`src/rtl/fc_pkg.sv`:
```
// Shared types and defaults for the FC classifier output stage.
// Holds the argmax FSM state encoding and the default score geometry.
package fc_pkg;

  localparam int FC_DATA_W      = 16;
  localparam int FC_NUM_CLASSES = 10;

  typedef enum logic [1:0] {
    IDLE,
    SCAN,
    DONE
  } argmax_state_t;

endpackage

```
`src/rtl/argmax_cmp.sv`:
```
// Combinational strict greater-than compare of two scores.
// Ports: a, b (DATA_W) in; a_gt_b out. SIGNED_CMP picks two's-complement or unsigned.
module argmax_cmp #(
  parameter int DATA_W     = 16,
  parameter bit SIGNED_CMP = 1'b1
) (
  input  logic [DATA_W-1:0] a,
  input  logic [DATA_W-1:0] b,
  output logic              a_gt_b
);

  if (SIGNED_CMP) begin : g_signed
    assign a_gt_b = $signed(a) > $signed(b);
  end else begin : g_unsigned
    assign a_gt_b = a > b;
  end

endmodule

```
`src/rtl/argmax_stream.sv`:
```
// Streaming argmax: takes N scores over valid/ready, returns index and value of the max.
// Ports: clk, reset, start, in_valid/in_data/in_ready, out_valid/out_ready/out_index/out_max, busy.
module argmax_stream
  import fc_pkg::*;
#(
  parameter int DATA_W     = FC_DATA_W,
  parameter int N          = FC_NUM_CLASSES,
  parameter int IDX_W      = $clog2(N),
  parameter bit SIGNED_CMP = 1'b1
) (
  input  logic              clk,
  input  logic              reset,
  input  logic              start,
  input  logic              in_valid,
  input  logic [DATA_W-1:0] in_data,
  output logic              in_ready,
  output logic              out_valid,
  input  logic              out_ready,
  output logic [IDX_W-1:0]  out_index,
  output logic [DATA_W-1:0] out_max,
  output logic              busy
);

  localparam logic [IDX_W-1:0] LAST = IDX_W'(N - 1);

  argmax_state_t     state_q;
  argmax_state_t     state_d;
  logic [IDX_W-1:0]  cnt;
  logic [DATA_W-1:0] max_r;
  logic [IDX_W-1:0]  idx_r;
  logic              accept;
  logic              last;
  logic              gt;

  argmax_cmp #(
    .DATA_W    (DATA_W),
    .SIGNED_CMP(SIGNED_CMP)
  ) u_cmp (
    .a     (in_data),
    .b     (max_r),
    .a_gt_b(gt)
  );

  assign accept = in_valid && (state_q == SCAN);
  assign last   = (cnt == LAST);

  always_comb begin
    state_d = state_q;
    unique case (state_q)
      IDLE: if (start) state_d = SCAN;
      SCAN: if (accept && last) state_d = DONE;
      DONE: if (out_ready) state_d = IDLE;
      default: state_d = IDLE;
    endcase
  end

  always_ff @(posedge clk) begin
    if (reset) begin
      state_q <= IDLE;
      cnt     <= '0;
      max_r   <= '0;
      idx_r   <= '0;
    end else begin
      state_q <= state_d;
      if (state_q == IDLE && start) begin
        cnt <= '0;
      end
      if (accept) begin
        cnt <= last ? '0 : cnt + 1'b1;
        // element 0 seeds the running max regardless of stale contents
        if (cnt == '0 || gt) begin
          max_r <= in_data;
          idx_r <= cnt;
        end
      end
    end
  end

  assign in_ready  = (state_q == SCAN);
  assign out_valid = (state_q == DONE);
  assign busy      = (state_q != IDLE);
  assign out_index = idx_r;
  assign out_max   = max_r;

endmodule

```
`config.mk`:
```
export PLATFORM = sky130hd
export DESIGN_NAME = argmax_stream
export DESIGN_NICKNAME = d
export VERILOG_FILES = /design/src/rtl/fc_pkg.sv /design/src/rtl/argmax_cmp.sv /design/src/rtl/argmax_stream.sv
export SDC_FILE = /design/constraint.sdc
export NUM_CORES = 1
export LEC_CHECK = 0
export CORE_ASPECT_RATIO = 1.75
export CORE_MARGIN = 3
export CORE_UTILIZATION = 44
export DETAILED_ROUTE_END_ITERATION = 8
export MAX_ROUTING_LAYER = met4
export PLACE_DENSITY = 0.76
export SYNTH_ARGS = -nofsm -noshare
export SYNTH_HDL_FRONTEND = slang
export SYNTH_SLANG_ARGS = --single-unit
```
`constraint.sdc`:
```
create_clock -name clk -period 2 [get_ports clk]
set_input_delay 0.4 -clock clk [delete_from_list [all_inputs] [get_ports clk]]
set_output_delay 0.4 -clock clk [all_outputs]
set_load 0.02 [all_outputs]
```
; ---- Word-level counts from Yosys, hierarchy flattened
; Cells that the tools add are included.
[totals]
inputBits = 21
ff_bits = 26
out_inout_bits = 23
[op_classes]
reduce_logical = 10
n_addsub = 1
n_mux = 7
eq_ne = 6
order_cmp = 1
[op_table]
columns = op, count
row1 = $gt A16 B16 Y1, 1
row2 = $mux W4, 3
row3 = $mux W2, 3
row4 = $pmux W2 S3, 1
row5 = $add A4 B1 Y4 const B, 1
row6 = $eq A4 B4 Y1 const B, 1
row7 = $logic_not A4 Y1, 1
row8 = $ne A2 B1 Y1 const B, 2
row9 = $reduce_bool A2 Y1, 2
row10 = $logic_and A1 B1 Y1, 3
row11 = $reduce_and A3 Y1, 1
row12 = $eq A2 B1 Y1 const B, 1
row13 = $eq A2 B2 Y1 const B, 1
row14 = $logic_not A2 Y1, 1
row15 = $ne A2 B2 Y1 const B, 1
row16 = $reduce_and A2 Y1, 1
row17 = $logic_or A1 B1 Y1, 1

; ---- Logic depth before layout (Yosys ltp)
[logic_depth]
ltp_word = 5
depth_mapped = 10
ltp_nobuf = 8

; ---- Hierarchy
; From an unflattened synthesis, not the netlist that was laid out.
[unflattened]
hier_cells = 186
hier_area_um2 = 1502.7
[modules_own_cells]
columns = mod, seq_area_each_um2, n_inst, area_each_um2, cells_each
row1 = argmax_stream, 520.5, 1, 1086.0, 128
row2 = argmax_cmp, 0.0, 1, 416.6, 58

; ---- Worst setup path before layout
; No wires, ideal clock.
[synth_timing]
path_type = register to register
startpoint = register max_r[7], in the netlist out_max[7]
endpoint = register max_r[10], in the netlist out_max[10]
setup_time_ns = 0.072
path_buffers = 2
path_stages_with_launch = 11
path_slack_ns = -0.092
arrival_ns = 2.021
synth_period_minus_slack_ns = 2.092
path_cell_list = dfxtp_1 inv_1 ha_1 a21oi_1 o221ai_1 o21ai_1 a31oi_4 a31oi_2 buf_6 buf_12 mux2i_1
[synth_via]
elab_chain_cells = 3
[synth_lines]
columns = element, line
row1 = start: declaration, argmax_stream.sv:29  ; logic [DATA_W-1:0] max_r;
row2 = start signal: assignment, argmax_stream.sv:72  ; max_r <= in_data;
row3 = $gt A16 B16 Y1, argmax_cmp.sv:13  ; assign a_gt_b = $signed(a) > $signed(b);
row4 = $logic_or A1 B1 Y1, argmax_stream.sv:71  ; if (cnt == '0 || gt) begin
row5 = $reduce_and A2 Y1 (no source line), --
; Every way passes these cells.
; A chain may end at the register's enable or synchronous reset.

; ---- Final worst setup path
[layout_timing]
startpoint = input port in_data[15]
endpoint = register idx_r[0], in the netlist out_index[0]
[layout_via]
elab_chain_cells = 3
[layout_lines]
columns = element, line
row1 = start: declaration, argmax_stream.sv:15  ; input logic [DATA_W-1:0] in_data,
row2 = $gt A16 B16 Y1, argmax_cmp.sv:13
row3 = $logic_or A1 B1 Y1, argmax_stream.sv:71
row4 = $reduce_and A2 Y1 (no source line), --
row5 = end signal: assignment, argmax_stream.sv:73  ; idx_r <= cnt;
row6 = end: declaration, argmax_stream.sv:30  ; logic [IDX_W-1:0] idx_r;
; Every way passes these cells.

==> results.md <==
- Result of the run: complete, but fails checks
- Violations in the final reports: negative setup slack
- Share of cells above drive strength 1: 0.310
- Endpoint type of the worst setup path: flop
- Initial core utilization: 0.460
- Relative area change from synthesis to final layout: 54.9%
- Tcrit/Tclk final: 1.05
- CTS tree: done
- Pin count of the biggest net entering global routing: 45
- Power Total: 0.00138 W
- Combinational power share: 0.334
- Setup repair after global routing missed its margin: true
- Final HPWL from detailed placement: ~2800 microns
- Number of max-cap violations: 0
- Routed vias/inst: approximately 5.2
- Total GRT Usage: 0.213
- Count of antenna-violating nets left after detailed routing: 0
- Total routed wirelength: around 4300 microns
- Iteration-0 DRC count of the detailed router: 15
- Fin. max-slew vios: 0
- Via count of the first global-routing pass: between 1500 and 2000
- Worst slew margin relative to its limit: 0.773
- Critical path origin: in_data[15]
- End of the worst register-to-register path: out_index[0]
- Antenna diode count: 0
- NumNets Final: approximately 300
- Maximum buffer depth of the clock tree: 2
- Crit path max fanout: 8
- Final-layout fill cell count: approximately 270
- Grt total ovfl: 0
- Wire length of the first global-routing pass: about 7300 microns
- Cell breakdown of the critical path: clkdlybuf4s15_1 > ha_4 > nand4_1 > buf_4 > nor2_4 > a221o_1 > a31oi_4 > a31oi_4 > buf_8 > mux2i_1
- Net Sw Frac: 0.300
- Ports placed on the boundary: 44
- Average cell area after synthesis: approximately 9 sq um
- GP Congestion: between 0.7 and 0.8
- Launch point of the worst hold path: out_index[1]
- Net count of the mapped netlist: 230
- Most Frequent Cell on Critical Path: sky130_fd_sc_hd__a31oi_4
- Cell at the root of the clock tree: sky130_fd_sc_hd__clkbuf_8
- Synthesized instance count: 190
- Required arrival time at the worst endpoint: around 2.2 ns
- Leakage power: 1.06 nW
- End point of the most critical hold path: out_index[1]
- Number of buffers inserted during clock tree synthesis: 3
- Shortest period the worst path allows: roughly 2.1 ns
- Net switching power: between 0.0004 and 0.0005 W
- Setup crit start kind: input pin
- Worst Clk Skew: 0.00751 ns
- Maximum single-stage delay on the critical path: 0.31 ns
- Category of the most critical setup path: input pin to flop
- Number of synthesized register bits: 26
- PnR worst setup slack: -0.101 ns
- Chip Width: 52.6 microns
- Number of H-tree levels: 1
- Final number of hold-violating endpoints: 0
- Setup-failing EPs final: 20
- Path category of the worst min-delay check: flop to flop
- Sequential Power Share: 0.412
- Cell area power density: 532 nW/um^2
- Library cell contributing the largest single delay on the critical path: sky130_fd_sc_hd__ha_4
- Placeable core region: 3630 sq um
- Post-detailed-route wirelength per cell: roughly 14 microns
- Overall die height: just under 90 microns
- Clock group share of total power: 0.254
- Final design utilization: 0.713
- Number of placement rows: 29
- Total standard cell area after synthesis: between 1500 and 2000 sq um
- Synth Warn #: 0
- # clock sinks: 26
- Arrival time worst endpoint: approximately 2.3 ns
- Flop-to-flop setup slack: -0.09 ns
- Power Internal: just under 0.001 W
- Worst slack, placed: -0.573 ns
- Initial antenna violation count: 0
- Port-buffer cells: between 40 and 50
- First-pass detailed-route iteration total: 4
- Insertion delay of the later-clocked pin in the worst-skew pair: 0.27 ns
- Origin of the critical flop-to-flop path: out_max[14]
- Post-synthesis sequential area ratio: 0.312
- Worst hold path depth: 2
- Worst Max-Slew Pin Slew: about 0.34 ns
- Die Footprint: approximately 4600 sq um
- Upper clock frequency limit: ~480 MHz
- Peak ir drop on the vdd network: between 0.3 and 0.4 mV
- # DRC: 0
- Netlist cell types: 32
- Worst-case reg-to-reg path depth: 10
- CTS clock-pin slew for the worst setup and hold paths: 0.09 ns
- Detailed-route via count: about 1600
==> power by group through the flow <==
stage	sequential, W	combinational, W	clock, W
final	0.000567	0.000460	0.000350
after CTS	0.000567	0.000440	0.000355
after detailed placement	0.000579	0.000361	0
after global routing	0.000571	0.000503	0.000372
after global placement	0.000578	0.000358	0
after floorplan	0.000605	0.000183	0
==> state kept, by name, summed over array words and instances (netlist names) <==
name	count
cnt	4
out_index	4
out_max	16
state_q	2
==> per-stage QoR <==
stage | setup TNS (ns) | cell area (sq um) | hold WS [ns] | cells
5_1_grt | -2.87 | 2590 | 0.509 | 301
2_1_floorplan | 0 | 1710 | 0.435 | 190
6_report | -1.27 | 2590 | 0.490 | 301
4_1_cts | -0.0456 | 2560 | 0.490 | 299
3_3_place_gp | -9.93 | 2250 | 0.466 | 286
3_5_place_dp | -10.61 | 2250 | 0.474 | 286
==> layout by cell type (no fill, tap or decap), types with 5 or more instances in the layout <==
cell type and instances:
sky130_fd_sc_hd__nor2_1 9, sky130_fd_sc_hd__nand2b_1 37, sky130_fd_sc_hd__dfxtp_2 5, sky130_fd_sc_hd__dlygate4sd2_1 8, sky130_fd_sc_hd__clkdlybuf4s50_1 27, sky130_fd_sc_hd__dfxtp_4 6, sky130_fd_sc_hd__inv_2 9, sky130_fd_sc_hd__buf_4 20
sky130_fd_sc_hd__nand2_1 6, sky130_fd_sc_hd__dfxtp_1 15, sky130_fd_sc_hd__a21oi_1 8, sky130_fd_sc_hd__ha_4 10, sky130_fd_sc_hd__clkdlybuf4s15_1 7, sky130_fd_sc_hd__ha_1 7, sky130_fd_sc_hd__inv_1 13, sky130_fd_sc_hd__mux2i_1 19
==> cell families (layout without fill, tap and decap cells) <==
family          after synthesis  in the layout  synth area share
flops                        26             26             0.312
buf+inv                      28             93            0.0772
fa+ha+maj                    19             19             0.142
compound gates               24             24            0.0974
simple gates                 74             74             0.258
mux                          19             19             0.114
==> worst max path at each step <==
stage	slack (ns)	to
2_1_floorplan	0.002	out_max[15]
4_1_cts	-0.01	out_index[0]
5_1_grt	-0.17	out_index[0]
6_report	-0.10	out_index[0]
3_3_place_gp	-0.52	out_max[5]
3_5_place_dp	-0.57	out_max[10]
==> cells in the mapped netlist <==
| library cell | number | share of area |
|---|---|---|
| sky130_fd_sc_hd__nor3_1 | 2 | 0.0060 |
| sky130_fd_sc_hd__a32oi_1 | 1 | 0.0052 |
| sky130_fd_sc_hd__buf_6 | 1 | 0.0067 |
| sky130_fd_sc_hd__dfxtp_1 | 26 | 0.31 |
| sky130_fd_sc_hd__a21oi_1 | 11 | 0.033 |
| sky130_fd_sc_hd__and2b_4 | 1 | 0.0060 |
| sky130_fd_sc_hd__o22ai_1 | 1 | 0.0037 |
| sky130_fd_sc_hd__a31oi_4 | 1 | 0.013 |
| sky130_fd_sc_hd__buf_12 | 1 | 0.012 |
| sky130_fd_sc_hd__nand3b_1 | 3 | 0.013 |
| sky130_fd_sc_hd__a211oi_1 | 1 | 0.0045 |
| sky130_fd_sc_hd__o221ai_1 | 1 | 0.0052 |
| sky130_fd_sc_hd__nand2_1 | 7 | 0.016 |
| sky130_fd_sc_hd__and2_2 | 1 | 0.0045 |
| sky130_fd_sc_hd__mux2i_1 | 19 | 0.11 |
| sky130_fd_sc_hd__a221o_1 | 1 | 0.0060 |
| sky130_fd_sc_hd__inv_1 | 22 | 0.049 |
| sky130_fd_sc_hd__nor4_2 | 1 | 0.0075 |
| sky130_fd_sc_hd__nand2b_1 | 37 | 0.14 |
| sky130_fd_sc_hd__or2_2 | 2 | 0.0075 |
| sky130_fd_sc_hd__a22oi_1 | 1 | 0.0045 |
| sky130_fd_sc_hd__ha_1 | 19 | 0.14 |
| sky130_fd_sc_hd__nor2_1 | 10 | 0.022 |
| sky130_fd_sc_hd__and2_1 | 1 | 0.0037 |
| sky130_fd_sc_hd__o21ai_1 | 1 | 0.0030 |
| sky130_fd_sc_hd__o21ai_0 | 4 | 0.012 |
| sky130_fd_sc_hd__a31oi_2 | 1 | 0.0075 |
| sky130_fd_sc_hd__and2b_2 | 1 | 0.0052 |
| sky130_fd_sc_hd__nand4_1 | 3 | 0.011 |
| sky130_fd_sc_hd__nand3_1 | 4 | 0.012 |
| sky130_fd_sc_hd__clkbuf_1 | 4 | 0.0090 |
| sky130_fd_sc_hd__or3_1 | 1 | 0.0037 |
==> routing by layer <==
layer  global-route usage  part of all wire
met5                    -                 0
met4               0.0721             0.014
met3               0.0257             0.038
met2                0.394              0.56
met1                0.224              0.38
==> worst max-delay path, delay by kind of cell <==
family                     cells  cell delay [ns]
buffers and inverters          3             0.62
AOI/OAI and AO/OA              3             0.53
adders and majority gates      1             0.31
and+or+nand+nor                2             0.25
muxes                          1             0.20
==> area by class of cell <==
cell class                 instances  area, sq um  area share
inverter                          22         82.6      0.0319
timing repair buffer              67          621       0.240
sequential                        26          549       0.212
multi-input combinational        136         1220       0.472
clock buffer                       4         55.1      0.0213
tap                               46         57.6      0.0222
==> timing repair <==
action / in CTS / in global routing
setup endpoints to repair: 20 / 20
gates cloned: 1 / 0
setup buffers: 8 / 3
pin swaps: 27 / 6
resized for setup: 63 / 3
endpoints found under the hold margin: 0 / 0
hold buffers: 0 / 0
(Power assumes the default switching activity.)
